File: src/rtl/camera_ctrl_fsm.sv
`default_nettype none
// ============================================================================
//  Module   : camera_ctrl_fsm
//  Function : Top-level capture sequencer of the digital camera. Handles the
//             Init request, exposure (Start/Expose/Erase) and the two-row
//             readout strobe sequence (NRE_1, NRE_2, ADC), driven by the
//             Ovf5/Ovf4 pulses from the exposure timer/counter.
//  Options  : CAM_TIMEOUT_EN - adds an exposure watchdog that raises a
//             sticky Fault and aborts to IDLE after TIMEOUT_CYCLES cycles.
//  Revision : 1.0 - initial release
// ============================================================================
module camera_ctrl_fsm #(
    parameter int unsigned STEP_CYCLES    = 1,
    parameter int unsigned TIMEOUT_CYCLES = 64
) (
    input  logic clk_i,
    input  logic rst_i,
    input  logic init_i,
    input  logic ovf5_i,
    input  logic ovf4_i,
    output logic start_o,
    output logic erase_o,
    output logic expose_o,
    output logic nre_1_o,
    output logic nre_2_o,
    output logic adc_o,
    output logic busy_o,
    output logic fault_o
);

    // Last count value of a readout step (each step lasts STEP_CYCLES cycles).
    localparam logic [3:0] c_STEP_LAST = 4'(STEP_CYCLES - 1);

    typedef enum logic [3:0] {
        ST_IDLE     = 4'd0,
        ST_EXPOSE   = 4'd1,
        ST_R1       = 4'd2,
        ST_R2       = 4'd3,
        ST_R3       = 4'd4,
        ST_R4       = 4'd5,
        ST_R5       = 4'd6,
        ST_R6       = 4'd7,
        ST_R7       = 4'd8,
        ST_R8       = 4'd9,
        ST_WAIT_END = 4'd10
    } state_t;

    state_t     state_q, state_d;
    logic [3:0] step_q, step_d;
    logic       done_q, done_d;

    // Registered Moore outputs: next values are decoded from the next state.
    logic start_q,  start_d;
    logic erase_q,  erase_d;
    logic expose_q, expose_d;
    logic nre_1_q,  nre_1_d;
    logic nre_2_q,  nre_2_d;
    logic adc_q,    adc_d;
    logic busy_q,   busy_d;

    logic w_step_done;

`ifdef CAM_TIMEOUT_EN
    localparam logic [7:0] c_TO_LAST = 8'(TIMEOUT_CYCLES - 1);
    logic [7:0] to_q, to_d;
    logic       fault_q, fault_d;
`endif

    assign w_step_done = (step_q == c_STEP_LAST);

    // State, step counter, done flag and output registers.
    always_ff @(posedge clk_i or posedge rst_i) begin
        if (rst_i) begin
            state_q  <= ST_IDLE;
            step_q   <= 4'd0;
            done_q   <= 1'b0;
            start_q  <= 1'b0;
            erase_q  <= 1'b1;
            expose_q <= 1'b0;
            nre_1_q  <= 1'b1;
            nre_2_q  <= 1'b1;
            adc_q    <= 1'b0;
            busy_q   <= 1'b0;
        end else begin
            state_q  <= state_d;
            step_q   <= step_d;
            done_q   <= done_d;
            start_q  <= start_d;
            erase_q  <= erase_d;
            expose_q <= expose_d;
            nre_1_q  <= nre_1_d;
            nre_2_q  <= nre_2_d;
            adc_q    <= adc_d;
            busy_q   <= busy_d;
        end
    end

`ifdef CAM_TIMEOUT_EN
    // Exposure watchdog counter and sticky fault flag.
    always_ff @(posedge clk_i or posedge rst_i) begin
        if (rst_i) begin
            to_q    <= 8'd0;
            fault_q <= 1'b0;
        end else begin
            to_q    <= to_d;
            fault_q <= fault_d;
        end
    end
`endif

    // Next-state logic, readout step timing and Ovf4 latching.
    always_comb begin
        state_d = state_q;
        step_d  = step_q;
        done_d  = done_q;
`ifdef CAM_TIMEOUT_EN
        to_d    = to_q;
        fault_d = fault_q;
`endif
        case (state_q)
            ST_IDLE: begin
                if (init_i) begin
                    state_d = ST_EXPOSE;
                    step_d  = 4'd0;
`ifdef CAM_TIMEOUT_EN
                    to_d    = 8'd0;
`endif
                end
            end
            ST_EXPOSE: begin
                // Ovf5 wins over a watchdog expiry on the same edge.
                if (ovf5_i) begin
                    state_d = ST_R1;
                    step_d  = 4'd0;
                end
`ifdef CAM_TIMEOUT_EN
                else if (to_q == c_TO_LAST) begin
                    state_d = ST_IDLE;
                    fault_d = 1'b1;
                end else begin
                    to_d = to_q + 8'd1;
                end
`endif
            end
            ST_R1, ST_R2, ST_R3, ST_R4, ST_R5, ST_R6, ST_R7: begin
                if (w_step_done) begin
                    state_d = state_t'(state_q + 4'd1);
                    step_d  = 4'd0;
                end else begin
                    step_d = step_q + 4'd1;
                end
            end
            ST_R8: begin
                // An Ovf4 arriving on the final edge counts as already seen,
                // otherwise WAIT_END would wait for a pulse that has passed.
                if (w_step_done) begin
                    step_d  = 4'd0;
                    state_d = (done_q || ovf4_i) ? ST_IDLE : ST_WAIT_END;
                end else begin
                    step_d = step_q + 4'd1;
                end
            end
            ST_WAIT_END: begin
                if (ovf4_i) begin
                    state_d = ST_IDLE;
                end
            end
            default: begin
                state_d = ST_IDLE;
                step_d  = 4'd0;
            end
        endcase

        // Done flag: cleared on every IDLE entry, set by Ovf4 outside IDLE.
        if (state_d == ST_IDLE) begin
            done_d = 1'b0;
        end else if (ovf4_i && (state_q != ST_IDLE)) begin
            done_d = 1'b1;
        end
    end

    // Output decode of the state being entered.
    always_comb begin
        start_d  = 1'b1;
        erase_d  = 1'b0;
        expose_d = 1'b0;
        nre_1_d  = 1'b1;
        nre_2_d  = 1'b1;
        adc_d    = 1'b0;
        busy_d   = (state_d != ST_IDLE);
        case (state_d)
            ST_IDLE: begin
                start_d = 1'b0;
                erase_d = 1'b1;
            end
            ST_EXPOSE: expose_d = 1'b1;
            ST_R1:     nre_1_d  = 1'b0;
            ST_R2: begin
                nre_1_d = 1'b0;
                adc_d   = 1'b1;
            end
            ST_R3:     nre_1_d  = 1'b0;
            ST_R5:     nre_2_d  = 1'b0;
            ST_R6: begin
                nre_2_d = 1'b0;
                adc_d   = 1'b1;
            end
            ST_R7:     nre_2_d  = 1'b0;
            default: begin
                // R4, R8 and WAIT_END: Start held, all strobes inactive.
            end
        endcase
    end

    assign start_o  = start_q;
    assign erase_o  = erase_q;
    assign expose_o = expose_q;
    assign nre_1_o  = nre_1_q;
    assign nre_2_o  = nre_2_q;
    assign adc_o    = adc_q;
    assign busy_o   = busy_q;

`ifdef CAM_TIMEOUT_EN
    assign fault_o = fault_q;
`else
    assign fault_o = 1'b0;
`endif

endmodule
`default_nettype wire

File: config.mk
export PLATFORM = sky130hd
export DESIGN_NAME = camera_ctrl_fsm
export DESIGN_NICKNAME = d
export VERILOG_FILES = /design/src/rtl/camera_ctrl_fsm.sv
export SDC_FILE = /design/constraint.sdc
export NUM_CORES = 1
export LEC_CHECK = 0
export CAP_MARGIN = 0
export CORE_MARGIN = 5
export CORE_UTILIZATION = 35
export DETAILED_ROUTE_END_ITERATION = 10
export HOLD_SLACK_MARGIN = 0.12
export PLACE_DENSITY = 0.54
export SLEW_MARGIN = 20
export SYNTH_ARGS = -nofsm -noshare
export SYNTH_HDL_FRONTEND = slang
export SYNTH_SLANG_ARGS = --single-unit
File: constraint.sdc
create_clock -name clk_i -period 4.2 [get_ports clk_i]
set_clock_uncertainty 0.2 [all_clocks]
set_input_delay 0.84 -clock clk_i [delete_from_list [all_inputs] [get_ports clk_i]]
set_output_delay 0.84 -clock clk_i [all_outputs]
set_load 0.005 [all_outputs]
### Yosys cells after proc, flatten, opt, wreduce, memory -nomap -nowiden

Cells that the tools add are included.
Widths: inputs -> output; s select.

* add/sub/neg operators: 2
* equal/unequal tests: 19
* mux-type cells: 19
* bitwise operators: 1
* reductions and logical operators: 14

Operator list (number)
* $mux 4: 9
* $eq 4x3->1 const B: 7
* $pmux 4 s5: 1
* $eq 4x2->1 const B: 4
* $eq 4x4->1 const B: 4
* $pmux 4 s4: 1
* $logic_not 4->1: 3
* $add 4x1->4 const B: 2
* $eq 4x1->1 const B: 2
* $mux 1: 8
* $reduce_bool 4->1: 2
* $reduce_or 8->1: 1
* $reduce_or 7->1: 1
* $reduce_or 3->1: 2
* $ne 2x2->1 const B: 2
* $reduce_and 3->1: 1
* $reduce_bool 2->1: 1
* $reduce_or 2->1: 1
* $logic_and 1x1->1: 1
* $logic_or 1x1->1: 1
* $not 1->1: 1

* bits in registers: 16
* input bits: 5
* output and inout port bits: 8
* word-level logic and storage cells: 65

### Depth between registers and ports, before layout

Gate-level depths: netlist (run 1).

* depth after elaboration: 7
* depth in mapped cells: 9
* mapped depth without buffers: 9

### Least setup slack after synthesis (run 1)

No wires, ideal clock.

* path type: input port to flip-flop
* from: input ovf4_i
* to: register nre_1_q, in the netlist nre_1_o
* arrival time: 1.976 ns
* required time: 3.909 ns
* setup slack: 1.934 ns
* stages on the path: 5
* path through: and4bb_4 o22a_1 a221o_1 nor4b_1 o21ai_1

* elaborated cells on any way between the ends: 10

RTL lines
* from (decl): RTL line 20 `input logic ovf4_i,`
* $mux 4 (*): RTL line 164 `if (ovf4_i) begin`
* $pmux 4 s5 (*): RTL line 120 `case (state_q)`
* net state_d[0]: RTL line 48 `state_t state_q, state_d;`
* $eq 4x2->1 or $eq 4x3->1 (tied branches): RTL line 191 `case (state_d)`
* $reduce_or 3->1 (no source line) (*)
* $mux 1 (*): RTL line 191
* net nre_1_d: RTL line 56 `logic nre_1_q, nre_1_d;`
* to (signal assigned): RTL line 91 `nre_1_q <= nre_1_d;`
* to (decl): RTL line 56

Mark *: on every way through the listed nets, which the timed path passes. The rest lies on a longest branch.
A chain may end at the register's enable or synchronous reset.

### Worst setup path in the final report (run 1)

Same ends and word-level chain as after synthesis.

==> results.cfg, run 1 <==
[min_path]
hold_path_class = flop to flop
hold_start = done_q$_DFFE_PP0P_
hold_depth = 2
holdPathEnd = done_q$_DFFE_PP0P_

[floorplanning]
core-area_sq_um = 2690
io_pins = 13
rows = 19
start_util_pct = 35.4
die_w_um = 62.1
die-height_um = 62.1
dieArea_sq_um = 3860

[synth]
ys_top_cells_by_area = dfrtp_1, ha_1, dfstp_2, nor2_1, inv_1
syn_area_per_cell_sq_um = 10.0
yosys_most_used_dff = dfrtp_1
yosysMostFrequentCell = dfrtp_1
async_flop_share_pct = 100
synth_edf_count = 0
yosysUniqueCellTypes = 41
ys_seq_area_share_pct = 39.9
netlist_area_sq_um = 951
synth_area_leader_cell = dfrtp_1
yosysWarningCount = 0
synth_top_area_share_pct = 31.6
syn-num-nets = 107
netlist_instances = 95
yosys_register_bits = 15
netlist_top_cells_count = dfrtp_1, nor2_1, ha_1, inv_1

[detailed_routing]
drtIter0Drc = 12
antenna_left = 0
routedWlPerCell_um = 13.7
vias_per_cell = 5.12
drc = 0
routed-via-count = 702
dr.pass1.iters = 3
drt-total-wl_um = 1880

[cts]
cts_buffer_depth = 2
cts_resized = 0
clock-sinks = 15
hold_buffers = 0
cts_made_buffers = 3
cts_root_buffer = clkbuf_4
h-tree-depth = 1
clock_latency_ps = 280
postCtsSetupBuffers = 0
clk_pin_slew_worst_paths_ps = 90
cts_tree = yes

[finish]
layout-drive-gt1-share_pct = 14.2
num_antenna_cells = 0
syn2layout_area_growth_pct = 15.5
n_fill_cell = 273
seqCellArea_sq_um = 379
layout.nets = 119
multiInputGateArea_sq_um = 510

[grt]
grt_pass1_vias = 733
gr-total-overflow = 0
grt_pass1_wl_um = 3400
antenna_found_initial = 0
grt_start_max_net_pins = 16
track_usage_pct = 10.7

[critical_path]
critPathLaunchType = input port
r2r_slack_ps = 1790
crit-reg2reg-launch = step_q[0]$_DFFE_PP0P_
path_class = input port to flop
cp.arrival_ps = 2590
crit_fanout = 6
worstPathRequired_ps = 4200
timing.rr.end = nre_1_o$_DFF_PP1_
r2r_cells = 9
endpoint_kind = flop

[place]
hpwlAfterDp_um = 1450
finalWeightedCongestion = 0.761
io_buffers = 11

[sta]
relSlewSlack_pct = 56.5
slew_violations = 0
finalCritPeriodShare_pct = 61.5
min_period_ps = 2580
setup_viol = 0
clock.fmax_mhz = 387
rsz0062_at_grt = no
setup-tns-final_ps = 0
tightest_slew_ps = 647
finalHoldViolations = 0

[power_and_ir_drop]
power_uw = 757
powerDensity_nw_per_um2 = 689
p_leak_nw = 0.501
vdd_drop_max_uv = 407

[outcome]
status = finished, final reports clean

[run]
max_cap_viol_count = 0
==> power by group <==
| part | total [mW] | switching [mW] | internal, mW | leakage [nW] |
|---|---|---|---|---|
| Sequential | 0.241 | 0.0409 | 0.200 | 0.190 |
| Clock | 0.0818 | 0.0449 | 0.0369 | 0.0150 |
| Combinational | 0.434 | 0.232 | 0.202 | 0.296 |
| Total | 0.757 | 0.318 | 0.439 | 0.501 |
==> stage by stage <==
stage	util, %	setup slack, ps	instances	hold slack, ps	area [sq um]
floorplan	-	1930	95	263	951
CTS	40.9	1630	137	361	1100
global route	40.9	1570	137	401	1100
detailed placement	39.9	1320	133	340	1070
global placement	39.9	1330	133	327	1070
finish	40.9	1620	137	349	1100
==> how the worst max path moves through the flow <==
stage	slack, ps	endpoint	from
6_report	1620	nre_1_o$_DFF_PP1_	ovf4_i
4_1_cts	1630	nre_1_o$_DFF_PP1_	ovf4_i
3_3_place_gp	1330	nre_1_o$_DFF_PP1_	ovf4_i
5_1_grt	1570	nre_1_o$_DFF_PP1_	ovf4_i
2_1_floorplan	1930	nre_1_o$_DFF_PP1_	ovf4_i
3_5_place_dp	1320	nre_1_o$_DFF_PP1_	ovf4_i
==> routing by layer <==
layer | global-route usage [%] | vias to the layer above | wire [um]
met5 | 0 | - | 0
li1 | - | 356 | -
met1 | 13.6 | 336 | 938
met2 | 16.5 | 8 | 855
met3 | 2.70 | 2 | 70
met4 | 5.69 | 0 | 17
==> critical path, stage by stage <==
cell and delay [ps]:
clkdlybuf4s50_1 490, and4bb_4 260, o22a_1 220, a221o_1 370, nor4b_1 310, o21ai_1 110
==> sequential cells by signal (all words and copies together) (netlist names) <==
register  flops
adc_o         1
busy_o        1
done_q        1
erase_o       1
expose_o      1
nre_1_o       1
nre_2_o       1
state_q       4
step_q        4
==> placed cells by master, fill, tap and decap left out, drive strengths merged, types with 2 or more instances in the layout <==
master | synthesis | routed
nor4 | 3 | 3
o21a | 2 | 2
a21oi | 3 | 3
a22oi | 2 | 2
nand3 | 2 | 2
clkdlybuf4s50 | 0 | 11
o21ai | 7 | 7
dfrtp | 12 | 12
inv | 9 | 9
o22a | 2 | 2
nor2b | 4 | 4
nor3 | 2 | 2
nor4b | 2 | 2
clkbuf | 0 | 4
ha | 7 | 7
dfstp | 3 | 3
nor3b | 2 | 2
nor2 | 8 | 8
nand2 | 5 | 5
==> layout make-up <==
cell class              count  share of cell area (%)
multi-input cells          67                    46.5
flip-flops and latches     15                    34.5
repair buffers             11                    10.0
well taps                  31                    3.53
inverters                   9                    3.08
clock buffers               4                    2.39
==> kinds of logic after synthesis <==
kind of cell    share of synthesized area (%)
simple gates                             23.6
xor+xnor                                 1.84
compound gates                           18.7
other cells                             0.394
buf+inv                                  6.45
fa+ha+maj                                9.21
flops                                    39.9
(Power assumes the default switching activity.)
==> run 2, diff against run 1 <==
--- a/config.mk
+++ b/config.mk
@@ -10,7 +10,7 @@
 export CORE_UTILIZATION = 35
 export DETAILED_ROUTE_END_ITERATION = 10
 export HOLD_SLACK_MARGIN = 0.12
-export PLACE_DENSITY = 0.54
+export PLACE_DENSITY = 0.56
 export SLEW_MARGIN = 20
 export SYNTH_ARGS = -nofsm -noshare
 export SYNTH_HDL_FRONTEND = slang
==> constraint.sdc (replaced) <==
create_clock -name clk_i -period 2.1 [get_ports clk_i]
set_clock_uncertainty 0.2 [all_clocks]
set_input_delay 0.42 -clock clk_i [delete_from_list [all_inputs] [get_ports clk_i]]
set_output_delay 0.42 -clock clk_i [all_outputs]
set_load 0.005 [all_outputs]
==> run 2 against run 1 <==
  * The run now ends with negative setup slack left
  * Largest cell class unchanged
  * Largest power group unchanged
  * Critical endpoint is now done_q$_DFFE_PP0P_
  * Global-route usage rose by 1.5 points
  * Sequential power is 97% higher
  * Setup slack got worse by 1800 ps
  * Final cell count increased by 22%
  * Power increased to 2.7 times the previous value
  * Flip-flop and latch count is the same
  * Non-clock buffer count up 30
  * Register-to-register slack worse by 1900 ps
==> results.cfg, run 2 (synthesis gave the netlist of run 1 again) <==
[power_and_ir_drop]
p_leak_nw = 0.664
powerDensity_nw_per_um2 = 1430
power_mw = 2.06
vdd_drop_max_uv = 996

[critical_path]
critical_path.top_delay_family = simple AND/OR/NAND/NOR gates
path_cells = buf_4 -> ha_2 -> nor2_4 -> a22oi_2 -> buf_4 -> a211oi_4 -> inv_2 -> nor4_4 -> nor2_1
worstPathRequired_ps = 2060
cpPeakStageDelay_ps = 450
cp-startpoint = state_q[1]$_DFF_PP0_
endpoint_kind = flop
cp_num_buf_inv = 3
crit_fanout = 4
critPathLaunchType = flop
r2r_cells = 9
cp.arrival_ps = 2220
crit-reg2reg-launch = state_q[1]$_DFF_PP0_
worst-path-stages = 9
slowest_stage = dfrtp_2
path_class = flop to flop
path_common_cell = buf_4

[detailed_routing]
routedWlPerCell_um = 13.7
dr.pass1.iters = 4
antenna_left = 0
drtIter0Drc = 18
drt-total-wl_um = 2280
drc = 0
vias_per_cell = 4.94
routed-via-count = 825

[sta]
setup_viol = 8
clock.fmax_mhz = 443
min_period_ps = 2260
relSlewSlack_pct = 62.3
slew_violations = 0
finalCritPeriodShare_pct = 107
finalHoldViolations = 0
rsz0062_at_grt = yes
finalWorstSetupSlack_ps = -157
tightest_slew_ps = 565

[cts]
cts_tree = yes
cts_made_buffers = 3
cts_root_buffer = clkbuf_4
h-tree-depth = 1
clock-sinks = 15
clk_pin_slew_worst_paths_ps = 90
hold_buffers = 0
cts_buffer_depth = 2
clock_latency_ps = 280

[floorplanning]
io_pins = 13
die_w_um = 62.1
core-area_sq_um = 2690
die-height_um = 62.1
dieArea_sq_um = 3860
rows = 19
start_util_pct = 35.4

[grt]
antenna_found_initial = 0
grt_pass1_vias = 897
track_usage_pct = 12.1
grt_pass1_wl_um = 3830
grt_start_max_net_pins = 16
gr-total-overflow = 0

[finish]
final_area_sq_um = 1430
largestRegisters = state_q: 4 flops, step_q: 4 flops
layout-drive-gt1-share_pct = 48.5
mostFrequentLayoutCell = buf_4
num_antenna_cells = 0
n_fill_cell = 250
syn2layout_area_growth_pct = 50.8
layout.nets = 149
layout_common_cells = buf_4, dfrtp_1, clkdlybuf4s50_1, nor2_1

[place]
io_buffers = 11
postPlaceCellArea_sq_um = 1270
finalWeightedCongestion = 0.834
hpwlAfterDp_um = 1660

[outcome]
violations = negative setup slack
status = complete, but fails checks

[min_path]
hold_path_class = input port to async pin

[run]
max_cap_viol_count = 0
-- run 2: report_power, final --
group	total, mW	internal, mW	leakage, nW	switching [mW]
clock network	0.161	0.0738	0.0150	0.0876
registers	0.474	0.402	0.189	0.0723
logic	1.42	0.769	0.460	0.651
-- run 2: final timing paths --
check	to	slack [ps]
min in group clk_i	done_q$_DFFE_PP0P_	310
max reg2reg	done_q$_DFFE_PP0P_	-160
max	done_q$_DFFE_PP0P_	-160
max in group asynchronous	state_q[1]$_DFF_PP0_	1020
min reg2reg	done_q$_DFFE_PP0P_	310
min	step_q[1]$_DFFE_PP0P_	280
-- run 2: metrics by stage --
stage          hold slack, ps  util (%)  setup slack, ps  TNS [ps]  std cells
2_1_floorplan             119         -             -130      -342         95
3_3_place_gp              281      47.2             -259     -1710        159
3_5_place_dp              304      47.2             -312     -1970        159
4_1_cts                   298      50.0             -175      -955        164
5_1_grt                   328      53.4             -269     -2020        167
6_report                  278      53.4             -157      -838        167
-- run 2: repair_timing --
action	CTS	global route
setup endpoints to repair	12	14
gates resized for setup	8	17
pin swaps	1	2
setup buffers	1	3
-- run 2: area by class of cell --
| type | count | area (sq um) | share of cell area [%] |
|---|---|---|---|
| Tap cell | 31 | 38.8 | 2.71 |
| Inverter | 9 | 33.8 | 2.36 |
| Clock buffer | 4 | 26.3 | 1.83 |
| Multi-Input combinational cell | 67 | 619 | 43.2 |
| Sequential cell | 15 | 380 | 26.5 |
| Timing Repair Buffer | 41 | 335 | 23.4 |
-- run 2: worst reg2reg max path, delay by kind of cell (launching register included) --
kind,cells,cell delay (ps)
buffers and inverters,3,420
AND/OR/NAND/NOR,3,530
AO/OA/AOI/OAI,2,350
flip-flops,1,450
adder cells (fa/ha/maj),1,190
-- run 2: per-layer routing --
metal	track usage [%]	up-vias	routed length, um
li1	-	413	-
met1	14.6	389	1010
met2	19.7	21	1150
met3	2.88	2	102
met4	6.78	0	16
met5	0	-	0
